File: config.mk
export PLATFORM = sky130hd
export DESIGN_NAME = fpu_mul_sched
export DESIGN_NICKNAME = d
export VERILOG_FILES = /design/src/rtl/fpu_pkg.sv /design/src/rtl/rr_arb2.sv /design/src/rtl/fpu_mul_sched.sv
export SDC_FILE = /design/constraint.sdc
export NUM_CORES = 1
export LEC_CHECK = 0
export ABC_AREA = 1
export CAP_MARGIN = 25
export CELL_PAD_IN_SITES_DETAIL_PLACEMENT = 0
export CELL_PAD_IN_SITES_GLOBAL_PLACEMENT = 2
export CORE_ASPECT_RATIO = 1.2
export CORE_MARGIN = 2
export CORE_UTILIZATION = 35
export DETAILED_ROUTE_END_ITERATION = 7
export DONT_BUFFER_PORTS = 1
export PLACE_DENSITY_LB_ADDON = 0.15
export SYNTH_ARGS = -nofsm -noshare
export SYNTH_HDL_FRONTEND = slang
export SYNTH_SLANG_ARGS = --single-unit
File: constraint.sdc
create_clock -name clk -period 3.6 [get_ports clk]
set_input_delay 0.72 -clock clk [delete_from_list [all_inputs] [get_ports clk]]
set_output_delay 0.72 -clock clk [all_outputs]
set_load 0.005 [all_outputs]
File: src/rtl/fpu_pkg.sv
// Shared definitions for the FPU multiply scheduler:
// special-case flag codes, FSM states and operand classification.
package fpu_pkg;

   localparam logic [1:0] FLG_INF  = 2'b00;
   localparam logic [1:0] FLG_INV  = 2'b01;
   localparam logic [1:0] FLG_ZERO = 2'b10;
   localparam logic [1:0] FLG_NORM = 2'b11;

   localparam logic [7:0] EXP_MAX = 8'hFF;

   typedef enum logic [2:0] {
      S_IDLE,
      S_CLASS,
      S_EXEC,
      S_WAIT,
      S_PACK,
      S_RESP
   } state_t;

   // Denormals have exp==0 and are folded into Zero.
   function automatic logic [1:0] class_code(
      input logic [31:0] a,
      input logic [31:0] b
   );
      logic a_nan, a_inf, a_zero;
      logic b_nan, b_inf, b_zero;
      logic [1:0] code;
      a_nan  = (a[30:23] == EXP_MAX) && (a[22:0] != 23'd0);
      a_inf  = (a[30:23] == EXP_MAX) && (a[22:0] == 23'd0);
      a_zero = (a[30:23] == 8'h00);
      b_nan  = (b[30:23] == EXP_MAX) && (b[22:0] != 23'd0);
      b_inf  = (b[30:23] == EXP_MAX) && (b[22:0] == 23'd0);
      b_zero = (b[30:23] == 8'h00);
      if (a_nan || b_nan || (a_inf && b_zero) || (b_inf && a_zero))
         code = FLG_INV;
      else if (a_inf || b_inf)
         code = FLG_INF;
      else if (a_zero || b_zero)
         code = FLG_ZERO;
      else
         code = FLG_NORM;
      return code;
   endfunction

endpackage

File: src/rtl/rr_arb2.sv
// Two-way round-robin arbiter; the priority pointer
// moves to the other port only when a grant is accepted.
module rr_arb2 (
   input  logic       clk,
   input  logic       rst,
   input  logic [1:0] req,
   input  logic       accept,
   output logic [1:0] grant,
   output logic       gidx
);

   logic ptr;

   // Lone request wins; on a tie the pointer picks the port.
   always_comb begin
      grant = 2'b00;
      if (req == 2'b11)
         grant = ptr ? 2'b10 : 2'b01;
      else
         grant = req;
   end

   assign gidx = grant[1];

   // Favour the port that did not win the last accept.
   always_ff @(posedge clk or negedge rst) begin
      if (!rst)
         ptr <= 1'b0;
      else if (accept)
         ptr <= ~gidx;
   end

endmodule

File: src/rtl/fpu_mul_sched.sv
// Issue scheduler sharing one multi-cycle FPU multiplier
// and its pack stage between two requesters.
module fpu_mul_sched
   import fpu_pkg::*;
#(
   parameter int TIMEOUT = 64,
   parameter int CNT_W   = 7
) (
   input  logic        clk,
   input  logic        rst,
   input  logic [1:0]  req_valid,
   input  logic [31:0] req_a0,
   input  logic [31:0] req_b0,
   input  logic [31:0] req_a1,
   input  logic [31:0] req_b1,
   output logic [1:0]  req_ready,
   output logic        core_start,
   output logic [31:0] core_a,
   output logic [31:0] core_b,
   input  logic        core_done,
   output logic [1:0]  pk_flag,
   output logic        pk_s,
   input  logic [31:0] pk_c,
   input  logic        pk_ok,
   output logic [1:0]  resp_valid,
   output logic [31:0] resp_c,
   output logic        resp_flag,
   input  logic [1:0]  resp_ready
);

   localparam logic [CNT_W-1:0] WD_LAST = CNT_W'(TIMEOUT - 1);

   state_t           state;
   logic [1:0]       grant;
   logic             gidx;
   logic             gsel;
   logic             accept;
   logic             abort;
   logic [CNT_W-1:0] wdog;
   logic [1:0]       code;

   assign accept = (state == S_IDLE) && (|req_valid);
   assign code   = class_code(core_a, core_b);

   rr_arb2 u_arb (
      .clk    (clk),
      .rst    (rst),
      .req    (req_valid),
      .accept (accept),
      .grant  (grant),
      .gidx   (gidx)
   );

   // Job sequencing: accept, classify, run core or bypass, pack, respond.
   always_ff @(posedge clk or negedge rst) begin
      if (!rst) begin
         state      <= S_IDLE;
         req_ready  <= 2'b00;
         core_start <= 1'b0;
         core_a     <= '0;
         core_b     <= '0;
         pk_flag    <= FLG_INV;
         pk_s       <= 1'b0;
         resp_valid <= 2'b00;
         resp_c     <= '0;
         resp_flag  <= 1'b0;
         gsel       <= 1'b0;
         abort      <= 1'b0;
         wdog       <= '0;
      end else begin
         req_ready  <= 2'b00;
         core_start <= 1'b0;
         unique case (state)
            S_IDLE: begin
               if (accept) begin
                  req_ready <= grant;
                  gsel      <= gidx;
                  core_a    <= gidx ? req_a1 : req_a0;
                  core_b    <= gidx ? req_b1 : req_b0;
                  abort     <= 1'b0;
                  state     <= S_CLASS;
               end
            end
            S_CLASS: begin
               pk_flag <= code;
               pk_s    <= core_a[31] ^ core_b[31];
               if (code == FLG_NORM) begin
                  core_start <= 1'b1;
                  state      <= S_EXEC;
               end else begin
                  state <= S_PACK;
               end
            end
            S_EXEC: begin
               wdog  <= '0;
               abort <= 1'b0;
               state <= S_WAIT;
            end
            S_WAIT: begin
               if (core_done) begin
                  state <= S_PACK;
               end else if (wdog == WD_LAST) begin
                  abort <= 1'b1;
                  state <= S_PACK;
               end else begin
                  wdog <= wdog + 1'b1;
               end
            end
            S_PACK: begin
               resp_c     <= abort ? 32'd0 : pk_c;
               resp_flag  <= ~abort & pk_ok;
               resp_valid <= gsel ? 2'b10 : 2'b01;
               state      <= S_RESP;
            end
            S_RESP: begin
               if (resp_ready[gsel]) begin
                  resp_valid <= 2'b00;
                  resp_c     <= '0;
                  resp_flag  <= 1'b0;
                  state      <= S_IDLE;
               end
            end
            default: state <= S_IDLE;
         endcase
      end
   end

endmodule

==> run metrics <==
setup TNS 0 ns; placed inst area 5640 um^2; Overflow after GRT 0; P_leak 2.93 nW; CTS tree built; PD cells 969 nW/um^2; Via density 5.09; # IOs 273; most frequent cells in the layout nand2_1 (189), dfrtp_1 (117), nand3_1 (68), inv_1 (55), nor2_1 (52); global-route wire length before repair 24.8 mm; Cell Rows 50; Yosys warnings 0; WL/cell 18.4 um; largest net degree at the start of global routing 118; CP max FO 34; Die W 118 um; library cells used by synthesis 39; Vias 4371; worst hold path class input port to async pin; CP arrival 2.52 ns; Crit path required time 3.94 ns; Die Ht 141 um; layout cells sized above 1 11.2%; FMAX 458 MHz; DIE AREA 16700 um^2; core footprint 15500 um^2; worst-skew pair later-pin latency 0.41 ns; root buffer cell clkbuf_16; Reg clk slew, reported paths 0.05 ns; Gate Count Post-Synth 643; Peak VDD IR 0.000356 V; CTS max path bufs 2; status complete, no violations; Slew @ Worst Pin 0.806 ns; Final min period 2.18 ns; endpoints failing setup 0; DRC violations left 0; vias in the first global route 4448; # port buffers 0; initial antenna violation count 0; dpl hpwl 11.6 mm; RSZ-0062 raised after global routing false; GRT Total Usage 19.2%; Worst slew margin 46.0%; Worst Setup End Kind register; CTS buffer count 17; initial DRC count 252; total power draw 6.10 mW; Post-Route WL 15.8 mm; Routed Antenna Nets 0; syn_area_per_cell 8.55 um^2; length of the first detailed-routing pass in iterations 5; Slew Limit Fails 0; Critical Path Start Type register; area delta synth->final 14.6%; setup bufs post-CTS 0; Final period util 60.7%; syn nets 812; antenna cell count 0; RD Place Congestion 0.789; register bit total from synthesis 118; clock sinks 118; Hold Fails Final Rpt 0; critical path class register to register; final instance area 6300 um^2; Clock Skew 0.00672 ns; max-cap violation count 0; nets 807; commonest non-fill, non-tap cell in the layout nand2_1; initial core utilization 35.4%; Cell Area, Synth 5500 um^2; sequential share of the synthesized area 53.7%; H-tree depth 4
==> state kept, by name, summed over array words and instances, names as in the netlist <==
signal / cells
abort: 1
core_a: 32
core_b: 32
core_start: 1
gsel: 1
pk_flag: 2
pk_s: 1
req_ready: 2
resp_c: 32
resp_flag: 1
resp_valid: 2
state: 3
u_arb.ptr: 1
wdog: 7
==> worst paths after layout <==
check                                 from    endpoint  slack [ns]  depth (start not counted)
worst max-delay path              state[0]  core_b[22]        1.42                         10
worst min-delay path                   rst  pk_flag[0]        0.15                          0
worst max register to register    state[0]  core_b[22]        1.42                         10
worst min register to register       abort       abort        0.48                          2
max in group asynchronous              rst   core_a[0]        2.88                          1
min in group clk                req_a0[15]  core_a[15]        0.42                          2
==> synthesized netlist by cell type, drive strengths merged <==
cell type / n / share of area [%]
inv: 66 / 4.5
ha: 1 / 0.23
buf: 22 / 3.2
o31ai: 1 / 0.14
a311oi: 1 / 0.16
o211ai: 2 / 0.36
a21oi: 7 / 0.91
nor4: 1 / 0.11
o21ai: 44 / 4.1
nor2: 56 / 4.1
dfstp: 1 / 0.48
clkbuf: 8 / 0.55
or2: 1 / 0.11
dfrtp: 117 / 53
mux2i: 1 / 0.18
xnor2: 1 / 0.16
o22ai: 2 / 0.23
a2bb2oi: 1 / 0.16
o21a: 1 / 0.14
nand4: 8 / 0.91
nor3: 3 / 0.27
xor2: 1 / 0.16
nand3: 69 / 6.4
a22oi: 37 / 6.1
nand2: 191 / 13
==> kinds of logic after synthesis <==
| group | after synthesis | share of synthesized area (%) |
|---|---|---|
| fa+ha+maj | 1 | 0.228 |
| buf+inv | 96 | 8.26 |
| mux | 1 | 0.182 |
| xor+xnor | 2 | 0.319 |
| simple gates | 329 | 25.0 |
| flops | 118 | 53.7 |
| compound gates | 96 | 12.3 |
==> report_power, final <==
part           switching [mW]  total, mW  internal (mW)  leakage (nW)
clock network           0.602       1.79           1.19         0.306
registers               0.674       2.62           1.94          1.47
logic                    1.07       1.69          0.625          1.15
total                    2.34       6.10           3.76          2.93
==> stage by stage <==
stage	setup slack [ns]	hold slack, ns	std cells	util (%)
after floorplan	1.93	0.424	643	-
after global placement	1.36	0.427	825	36.2
after detailed placement	1.29	0.427	826	36.4
after CTS	1.37	0.128	859	40.6
after global routing	1.21	0.127	859	40.6
final	1.42	0.153	859	40.6
==> final cells by class <==
| cell class | count | area (um^2) |
|---|---|---|
| clock buffer | 20 | 457 |
| clock inverter | 12 | 176 |
| fill | 1616 | 9210 |
| inverter | 66 | 248 |
| multi-input combinational | 429 | 2100 |
| sequential | 118 | 2950 |
| tap | 208 | 260 |
| timing repair buffer | 6 | 103 |
==> worst max-delay path, cell delays in order (launching register included) <==
cell and delay [ns]:
dfrtp_1 0.40, inv_2 0.09, nand2_1 0.07, nor2_2 0.11, inv_2 0.08, a21oi_4 0.22
nand2_2 0.09, inv_2 0.51, buf_4 0.35, nand2_1 0.11, o211ai_2 0.07
==> layer usage <==
metal  GRT usage [%]  vias to the layer above  part of all wire [%]
li1                -                     2090                     -
met1            21.5                     2056                    38
met2            33.0                      196                    51
met3            6.79                       29                   8.1
met4            8.21                        0                   2.9
met5               0                        -                     0
==> timing repair <==
action,4_1_cts,5_1_grt
hold buffers,1,0
endpoints found under the hold margin,117,0
resized for setup,0,0
setup endpoints to repair,0,0
Note: power is estimated with default switching activity, not from simulation.
